[src/rtl/watch_pkg.sv]
// Shared definitions for the watch timekeeper.
//   mode_e      : operating mode encoding presented on the mode output
//   *_MAX       : last legal value of each time field before it wraps to 00
//   next_mode() : mode sequence advanced once per mode button event
package watch_pkg;

  typedef enum logic [1:0] {
    ModeRun     = 2'd0,
    ModeSetHour = 2'd1,
    ModeSetMin  = 2'd2
  } mode_e;

  localparam int unsigned SEC_MAX = 59;
  localparam int unsigned MIN_MAX = 59;
  localparam int unsigned HR_MAX  = 23;

  // Tens-digit widths needed to hold each field's maximum.
  localparam int unsigned SEC_TENS_W = 3;
  localparam int unsigned MIN_TENS_W = 3;
  localparam int unsigned HR_TENS_W  = 2;

  function automatic mode_e next_mode(input mode_e cur);
    mode_e nxt;
    case (cur)
      ModeRun:     nxt = ModeSetHour;
      ModeSetHour: nxt = ModeSetMin;
      ModeSetMin:  nxt = ModeRun;
      default:     nxt = ModeRun;
    endcase
    return nxt;
  endfunction

endpackage

[src/rtl/bcd_mod_counter.sv]
// Two-digit BCD counter that counts 00..MAX_VAL and wraps to 00.
//   i_clk, i_rst_n : clock, asynchronous active-low reset (clears to 00)
//   i_clr          : synchronous clear to 00, has priority over i_inc
//   i_inc          : advance by one
//   o_tens, o_ones : registered BCD digits
//   o_carry        : combinational, high when an increment wraps MAX_VAL -> 00
module bcd_mod_counter #(
  parameter int unsigned MAX_VAL = 59,
  parameter int unsigned TENS_W  = 3
) (
  input  logic              i_clk,
  input  logic              i_rst_n,
  input  logic              i_clr,
  input  logic              i_inc,
  output logic [TENS_W-1:0] o_tens,
  output logic [3:0]        o_ones,
  output logic              o_carry
);

  localparam logic [TENS_W-1:0] MaxTens = TENS_W'(MAX_VAL / 10);
  localparam logic [3:0]        MaxOnes = 4'(MAX_VAL % 10);

  logic [TENS_W-1:0] r_tens, w_tens_d;
  logic [3:0]        r_ones, w_ones_d;
  logic              w_at_max;

  assign w_at_max = (r_tens == MaxTens) && (r_ones == MaxOnes);

  always_comb begin
    w_tens_d = r_tens;
    w_ones_d = r_ones;
    if (i_clr) begin
      w_tens_d = '0;
      w_ones_d = '0;
    end else if (i_inc) begin
      if (w_at_max) begin
        w_tens_d = '0;
        w_ones_d = '0;
      end else if (r_ones == 4'd9) begin
        w_tens_d = r_tens + TENS_W'(1);
        w_ones_d = '0;
      end else begin
        w_ones_d = r_ones + 4'd1;
      end
    end
  end

  always_ff @(posedge i_clk or negedge i_rst_n) begin
    if (!i_rst_n) begin
      r_tens <= '0;
      r_ones <= '0;
    end else begin
      r_tens <= w_tens_d;
      r_ones <= w_ones_d;
    end
  end

  assign o_tens  = r_tens;
  assign o_ones  = r_ones;
  assign o_carry = i_inc & ~i_clr & w_at_max;

endmodule

[src/rtl/watch_timekeeper.sv]
// 24-hour HH:MM:SS watch core with a two-button set interface.
//   clk_27Mhz, reset_n : clock, asynchronous active-low reset
//   tick_1hz           : 1 Hz square wave, already synchronous to clk_27Mhz
//   btn_mode, btn_inc  : asynchronous debounced buttons (synchronized here)
//   hr_*/min_*/sec_*   : registered BCD time digits
//   mode               : 0 = run, 1 = set hours, 2 = set minutes
//   day_wrap           : one-cycle pulse with the 23:59:59 -> 00:00:00 update
module watch_timekeeper
  import watch_pkg::*;
#(
  parameter int unsigned SYNC_STAGES = 2
) (
  input  logic       clk_27Mhz,
  input  logic       reset_n,
  input  logic       tick_1hz,
  input  logic       btn_mode,
  input  logic       btn_inc,
  output logic [1:0] hr_tens,
  output logic [3:0] hr_ones,
  output logic [2:0] min_tens,
  output logic [3:0] min_ones,
  output logic [2:0] sec_tens,
  output logic [3:0] sec_ones,
  output logic [1:0] mode,
  output logic       day_wrap
);

  if (SYNC_STAGES < 2 || SYNC_STAGES > 4) begin : g_bad_sync
    $error("SYNC_STAGES must be in 2..4");
  end

  // ---------------------------------------------------------------------------
  // Button synchronizers and rising-edge detectors
  // ---------------------------------------------------------------------------
  logic [SYNC_STAGES-1:0] r_mode_sync, r_inc_sync;
  logic                   r_mode_q, r_inc_q;
  logic                   w_mode_ev, w_inc_ev;

  always_ff @(posedge clk_27Mhz or negedge reset_n) begin
    if (!reset_n) begin
      r_mode_sync <= '0;
      r_inc_sync  <= '0;
      r_mode_q    <= 1'b0;
      r_inc_q     <= 1'b0;
    end else begin
      r_mode_sync <= {r_mode_sync[SYNC_STAGES-2:0], btn_mode};
      r_inc_sync  <= {r_inc_sync[SYNC_STAGES-2:0], btn_inc};
      r_mode_q    <= r_mode_sync[SYNC_STAGES-1];
      r_inc_q     <= r_inc_sync[SYNC_STAGES-1];
    end
  end

  assign w_mode_ev = r_mode_sync[SYNC_STAGES-1] & ~r_mode_q;
  assign w_inc_ev  = r_inc_sync[SYNC_STAGES-1] & ~r_inc_q;

  // ---------------------------------------------------------------------------
  // Seconds strobe. r_tick_armed stays low for the first cycle after reset so
  // a tick that is already high at release is taken as the previous level
  // rather than as a fresh rising edge.
  // ---------------------------------------------------------------------------
  logic r_tick_q, r_tick_armed;
  logic w_sec_strobe;

  always_ff @(posedge clk_27Mhz or negedge reset_n) begin
    if (!reset_n) begin
      r_tick_q     <= 1'b0;
      r_tick_armed <= 1'b0;
    end else begin
      r_tick_q     <= tick_1hz;
      r_tick_armed <= 1'b1;
    end
  end

  assign w_sec_strobe = tick_1hz & ~r_tick_q & r_tick_armed;

  // ---------------------------------------------------------------------------
  // Mode FSM
  // ---------------------------------------------------------------------------
  mode_e r_mode, w_mode_d;

  always_comb begin
    w_mode_d = r_mode;
    unique case (r_mode)
      ModeRun, ModeSetHour, ModeSetMin: begin
        if (w_mode_ev) w_mode_d = next_mode(r_mode);
      end
      default: w_mode_d = ModeRun;
    endcase
  end

  always_ff @(posedge clk_27Mhz or negedge reset_n) begin
    if (!reset_n) begin
      r_mode <= ModeRun;
    end else begin
      r_mode <= w_mode_d;
    end
  end

  // ---------------------------------------------------------------------------
  // Counter control. A mode event always wins: it blocks the seconds strobe
  // (and so the whole carry chain) and discards a coincident inc event.
  // Carries only propagate in run mode so setting a field never disturbs
  // its neighbours.
  // ---------------------------------------------------------------------------
  logic w_run, w_set_hr, w_set_min;
  logic w_sec_clr, w_sec_inc, w_min_inc, w_hr_inc;
  logic w_sec_carry, w_min_carry, w_hr_carry;

  assign w_run     = (r_mode == ModeRun);
  assign w_set_hr  = (r_mode == ModeSetHour);
  assign w_set_min = (r_mode == ModeSetMin);

  // Seconds are held at 00 for the whole time the watch is being set.
  assign w_sec_clr = ~w_run | w_mode_ev;
  assign w_sec_inc = w_run & ~w_mode_ev & w_sec_strobe;
  assign w_min_inc = (w_run & w_sec_carry) | (w_set_min & ~w_mode_ev & w_inc_ev);
  assign w_hr_inc  = (w_run & w_min_carry) | (w_set_hr & ~w_mode_ev & w_inc_ev);

  bcd_mod_counter #(
    .MAX_VAL (SEC_MAX),
    .TENS_W  (SEC_TENS_W)
  ) u_sec (
    .i_clk   (clk_27Mhz),
    .i_rst_n (reset_n),
    .i_clr   (w_sec_clr),
    .i_inc   (w_sec_inc),
    .o_tens  (sec_tens),
    .o_ones  (sec_ones),
    .o_carry (w_sec_carry)
  );

  bcd_mod_counter #(
    .MAX_VAL (MIN_MAX),
    .TENS_W  (MIN_TENS_W)
  ) u_min (
    .i_clk   (clk_27Mhz),
    .i_rst_n (reset_n),
    .i_clr   (1'b0),
    .i_inc   (w_min_inc),
    .o_tens  (min_tens),
    .o_ones  (min_ones),
    .o_carry (w_min_carry)
  );

  bcd_mod_counter #(
    .MAX_VAL (HR_MAX),
    .TENS_W  (HR_TENS_W)
  ) u_hr (
    .i_clk   (clk_27Mhz),
    .i_rst_n (reset_n),
    .i_clr   (1'b0),
    .i_inc   (w_hr_inc),
    .o_tens  (hr_tens),
    .o_ones  (hr_ones),
    .o_carry (w_hr_carry)
  );

  // Registered alongside the digits so the pulse lines up with 00:00:00.
  logic r_day_wrap;

  always_ff @(posedge clk_27Mhz or negedge reset_n) begin
    if (!reset_n) begin
      r_day_wrap <= 1'b0;
    end else begin
      r_day_wrap <= w_run & w_hr_carry;
    end
  end

  assign day_wrap = r_day_wrap;
  assign mode     = r_mode;

endmodule

[config.mk]
export PLATFORM = sky130hd
export DESIGN_NAME = watch_timekeeper
export DESIGN_NICKNAME = d
export VERILOG_FILES = /design/src/rtl/watch_pkg.sv /design/src/rtl/bcd_mod_counter.sv /design/src/rtl/watch_timekeeper.sv
export SDC_FILE = /design/constraint.sdc
export NUM_CORES = 1
export LEC_CHECK = 0
export ABC_AREA = 1
export CAP_MARGIN = 5
export CORE_UTILIZATION = 55
export CTS_CLUSTER_SIZE = 24
export DETAILED_ROUTE_END_ITERATION = 16
export PLACE_DENSITY = 0.9
export SKIP_CTS_REPAIR_TIMING = 1
export SLEW_MARGIN = 20
export SYNTH_ARGS = -nofsm -noshare
export SYNTH_HDL_FRONTEND = slang
export SYNTH_SLANG_ARGS = --single-unit
[constraint.sdc]
create_clock -name clk_27Mhz -period 3.4 [get_ports clk_27Mhz]
set_input_delay 0.51 -clock clk_27Mhz [delete_from_list [all_inputs] [get_ports clk_27Mhz]]
set_output_delay 0.51 -clock clk_27Mhz [all_outputs]
set_load 0.05 [all_outputs]
# Word-level counts from Yosys, hierarchy flattened
# Index checks and enable logic that the tools add are counted.
word_totals:
  ff_bits: 31
  latchBits: 0
  ram_bits: 0
  mem_bits_ro: 0
  in_bits: 5
  wordCells: 87
  n_memories: 0
classes:
  addsub: 6
  n_mul: 0
  n_div: 0
  magnitude_cmp: 0
  eq_ne: 10
  n_shift: 0
  mux: 19
  bitwise: 26
  n_reduce_logical: 12
op_table:
  columns: ["operator", "n"]
  rows:
  - ["2-to-1 mux 4 bit", 8]
  - ["2-to-1 mux 3 bit", 6]
  - ["AND 1 bit", 17]
  - ["adder 4 x 1 -> 4 bit, second input constant", 3]
  - ["== test 4 bit, second input constant", 3]
  - ["2-to-1 mux 2 bit", 4]
  - ["adder 3 x 1 -> 3 bit, second input constant", 2]
  - ["== test 3 bit, second input constant", 2]
  - ["inverter 1 bit", 6]
  - ["AND reduction 2 bit", 3]
  - ["nonzero test 2 bit", 3]
  - ["== test 2 bit, second input constant", 2]
  - ["== test 4 x 2 -> 1 bit, second input constant", 1]
  - ["one-hot mux 2 bit (2 select lines)", 1]
  - ["logical AND 1 bit", 3]
  - ["bitwise OR 1 bit", 3]
  - ["nonzero test 3 bit", 1]
  - ["OR reduction 3 bit", 1]
  - ["adder 2 x 1 -> 2 bit, second input constant", 1]
  - ["== test 2 x 1 -> 1 bit, second input constant", 1]
  - ["logical NOT 2 bit", 1]
  - ["!= test 2 bit, second input constant", 1]

# Longest topological paths before layout
logic_depth:
  word_depth: 14
  depth_mapped: 11
  ltp_nobuf: 11

# Cells and area by module
# From an unflattened synthesis, not the netlist that was laid out.
hier_totals:
  hier_cells: 197
  area_unflattened_um2: 1685.4
modules_own_cells:
  columns: ["module", "n_inst", "cells_each", "area_each_um2", "seq_area_each_um2"]
  rows:
  - ["bcd_mod_counter at u_min ...", 2, 55, 449.2, 175.2]
  - ["watch_timekeeper", 1, 39, 396.6, 275.3]
  - ["bcd_mod_counter at u_hr", 1, 48, 390.4, 150.1]

# Worst setup path before layout
# No wires, ideal clock.
synth_path:
  path_kind: "register to register"
  start: "reg u_min.r_ones[0], in the netlist u_min.o_ones[0]"
  end: "reg u_hr.r_tens[1], in the netlist u_hr.o_tens[1]"
  setup_ns: 0.120
  t_arrival_ns: 1.729
  required_ns: 3.280
  slack_ns: 1.552
  stages_incl_launch_ff: 11
  n_path_buf: 0
  synth_period_minus_slack_ns: 1.848
  cell_sequence: "dfrtp_1 ha_1 nand2_1 nor2_2 nand3_1 nor2_2 nand2_4 nand2_4 nand2_2 nand2_1 nand2_1"
synth_via:
  elab_chain_len: 6
synth_lines:
  columns: ["item", "line", "source"]
  rows:
  - ["start: declaration", "bcd_mod_counter.sv:24", "logic [3:0] r_ones, w_ones_d;"]
  - ["start signal: assignment", "bcd_mod_counter.sv:54", "r_ones <= w_ones_d;"]
  - ["== test 4 bit", "bcd_mod_counter.sv:27", "assign w_at_max = (r_tens == MaxTens) && (r_ones == MaxOnes);"]
  - ["logical AND 1 bit", "bcd_mod_counter.sv:27", null]
  - ["AND 1 bit", "bcd_mod_counter.sv:60", "assign o_carry = i_inc & ~i_clr & w_at_max;"]
  - ["AND 1 bit", "watch_timekeeper.sv:117", "assign w_hr_inc = (w_run & w_min_carry) | (w_set_hr & ~w_mode_ev & w_inc_ev);"]
  - ["bitwise OR 1 bit", "watch_timekeeper.sv:117", null]
  - ["AND reduction 2 bit (no line)", null, null]
  - ["end signal: assignment", "bcd_mod_counter.sv:53", "r_tens <= w_tens_d;"]
  - ["end: declaration", "bcd_mod_counter.sv:23", "logic [TENS_W-1:0] r_tens, w_tens_d;"]
# No other way between the ends.
# A chain may end at the register's enable or synchronous reset.

# Worst setup path after layout
layout_path:
  start: "reg r_mode[1], in the netlist mode[1]"
  end: "out mode[1]"
layout_lines:
  columns: ["item", "line", "source"]
  rows:
  - ["start: declaration", "watch_timekeeper.sv:79", "mode_e r_mode, w_mode_d;"]
  - ["start signal: assignment", "watch_timekeeper.sv:93", "r_mode <= ModeRun;"]
  - ["start signal: assignment", "watch_timekeeper.sv:95", "r_mode <= w_mode_d;"]
  - ["end: declaration", "watch_timekeeper.sv:24", "output logic [1:0] mode,"]
# No word-level cell between the ends.

==> impl_metrics.env <==
export IMPL_outcome="complete, no violations"
export IMPL_detail_route_vias_per_cell=5.522
export IMPL_yosysSeqAreaShare=0.5012
export IMPL_r2r_setup_slack_ns=1.67
export IMPL_fin_crit_sh=0.6361
export IMPL_cp_start_kind="flop"
export IMPL_drtPass1Iterations=4
export IMPL_h_tree_depth=2
export IMPL_synth_seq_cells=31
export IMPL_grt_pass1_wl_mm=5.037
export IMPL_crit_type="flop to output port"
export IMPL_cp_slowest_cell="clkdlybuf4s50_1"
export IMPL_worst_clock_skew_ns=0.005382
export IMPL_drv_slew=0
export IMPL_io_buffers=27
export IMPL_cts_tree="yes"
export IMPL_clkSinkCount=31
export IMPL_yosysWarnings=0
export IMPL_hp_start="r_mode_sync[0]"
export IMPL_cts_root_buf="clkbuf_4"
export IMPL_setup_worst_path_end_class="output port"
export IMPL_tns_ns=0
export IMPL_path_clk_slew_ns=0.08
export IMPL_clock_latency_ns=0.33
export IMPL_hold_violations=0
export IMPL_power_w=0.001266
export IMPL_cts_path_max_buffers=2
export IMPL_grt_max_degree=32
export IMPL_required_ns=2.89
export IMPL_start_util=0.6028
export IMPL_core_rowCount=18
export IMPL_drv_cap=0
export IMPL_synth_top_area_cell="dfrtp_1"
export IMPL_power_density_mw_per_mm2=665.0
export IMPL_r2r_end="u_hr.o_tens[1]"
export IMPL_r2r_cells=11
export IMPL_drc_errors=0
export IMPL_synthDistinctLibCells=23
export IMPL_crit_arrival_ns=1.65
export IMPL_syn_cell_area_mm2=0.001548
export IMPL_synthTopCellsByArea="dfrtp_1 50%, ha_1 8.1%, nand2_1 8.0%"
export IMPL_drt_wl_total_mm=3.139
export IMPL_p_leak_nw=0.9395
export IMPL_worstReg2RegStart="u_min.o_ones[1]"
export IMPL_area_delta_synth_final_pct=23.04
export IMPL_postRouteAntennaNets=0
export IMPL_drt_iter0_drc=30
export IMPL_core_mm2=0.002567
export IMPL_irDropWorstVdd_mv=0.5427
export IMPL_max_clock_freq_mhz=462.4
export IMPL_rsz0062_at_grt="false"
export IMPL_die_w_um=55.05
export IMPL_dieArea_mm2=0.003030
export IMPL_drive_above_1_share=0.1040
export IMPL_gp_congestion=0.7960
export IMPL_first_global_vias=1229
export IMPL_die_h_um=55.05
export IMPL_path_cells="clkdlybuf4s50_1"
export IMPL_maxSlewHeadroom=0.5935
export IMPL_yosysTopAreaCellShare=0.5012
export IMPL_synthCells=168
export IMPL_dp_hpwl_mm=2.398
export IMPL_finalNetCount=218
export IMPL_slowest_delay_ns=0.85
export IMPL_cts_made_buffers=5
export IMPL_ioPinCount=28
export IMPL_cp_max_fo=5
export IMPL_hp_class="flop to flop"
export IMPL_crit_family="buffers and inverters"
export IMPL_grt_ovfl_total=0
export IMPL_finalCriticalPeriod_ns=2.163
export IMPL_fin_util=0.7417
export IMPL_worst_pin_slew_ns=0.6033
export IMPL_synth_nets=183
export IMPL_dr_total_vias=1281
export IMPL_min_to="r_mode_sync[1]"
export IMPL_routedWlPerCell_um=13.53
export IMPL_grt_antenna_before_repair=0
export IMPL_grtUsageTotal=0.2474
export IMPL_syn_avg_cell_area_um2=9.213
export IMPL_antenna_cells=0
export IMPL_path_buf_inv=1
export IMPL_holdPathStages=0
export IMPL_setup_viol=0
-- synth_stat cells (all sizes together) --
cell type   n
nand2      41
o22ai       2
o21a        1
nor2       19
nand3b      1
inv        18
and3        1
conb        1
nor3        1
mux2i       1
xor2        3
dfrtp      31
o21ai      12
nand4       1
a21oi       4
ha         10
nand3      19
or2         2
-- final cells by class --
cell class	instances	area [µm²]
Sequential cell	31	775.7
Multi-Input combinational cell	119	704.4
Fill cell	206	663.1
Timing Repair Buffer	28	277.8
Inverter	18	67.56
Clock buffer	6	41.29
Tap cell	30	37.54
-- registers in the layout, summed over array words and instances, names as in the netlist --
name / count
r_inc_q: 1
u_min.o_ones: 4
u_min.o_tens: 3
u_hr.o_tens: 2
r_tick_q: 1
r_inc_sync: 2
day_wrap: 1
r_tick_armed: 1
u_hr.o_ones: 4
r_mode_q: 1
r_mode_sync: 2
mode: 2
u_sec.o_ones: 4
u_sec.o_tens: 3
-- through the flow --
step	setup WS (ns)	instance area, µm²	cells	hold slack [ns]
detailed placement	1.387	1863	226	0.3418
finish	1.237	1904	232	0.3593
global route	1.192	1904	232	0.3701
global placement	1.477	1863	226	0.3405
floorplan	1.552	1548	168	0.2144
CTS	1.237	1904	232	0.3637
-- how the worst max path moves through the flow --
stage	start	end	slack [ns]	cells past startpoint
2_1_floorplan	u_min.o_ones[0]	u_hr.o_tens[1]	1.55	10
3_5_place_dp	tick_1hz	u_hr.o_tens[1]	1.39	10
5_1_grt	mode[1]	mode[1]	1.19	1
3_3_place_gp	tick_1hz	u_hr.o_tens[0]	1.48	10
4_1_cts	mode[1]	mode[1]	1.24	1
6_report	mode[1]	mode[1]	1.24	1
-- placed cells by master (no fill, tap or decap), types with 2 or more instances in the layout --
cell	n
ha_1	10
a21oi_1	4
nor2_1	14
nor2_2	3
nand3_1	19
clkbuf_4	5
o22ai_1	2
clkdlybuf4s50_1	27
or2_2	2
nand2_4	5
nand2_2	2
inv_1	18
nand2_1	33
o21ai_0	12
xor2_1	3
dfrtp_1	31
nor2_4	2
-- power breakdown --
part / leakage [nW] / total (W) / internal (W) / switching (W)
clock network: 0.0242 / 0.000183 / 0.0000733 / 0.000110
registers: 0.403 / 0.000513 / 0.000429 / 0.0000838
logic: 0.512 / 0.000570 / 0.000193 / 0.000377
total: 0.939 / 0.00127 / 0.000696 / 0.000571
-- routing by layer --
layer  vias to the layer above  share of wire  GRT usage
met5                         -              0          0
met4                         0          0.019     0.1208
met3                         8          0.046    0.06011
met2                        35           0.55     0.4618
met1                       624           0.39     0.2544
li1                        614              -          -
-- kinds of logic after synthesis --
group | Yosys count | share of synthesized area
AOI/OAI and AO/OA | 19 | 0.06468
xor gates and xnor gates | 3 | 0.01698
adders and majority gates | 10 | 0.08084
buffers and inverters | 18 | 0.04365
DFF | 31 | 0.5012
muxes | 1 | 0.006468
other | 1 | 0.002423
and+or+nand+nor | 85 | 0.2838
(Power assumes the default switching activity.)
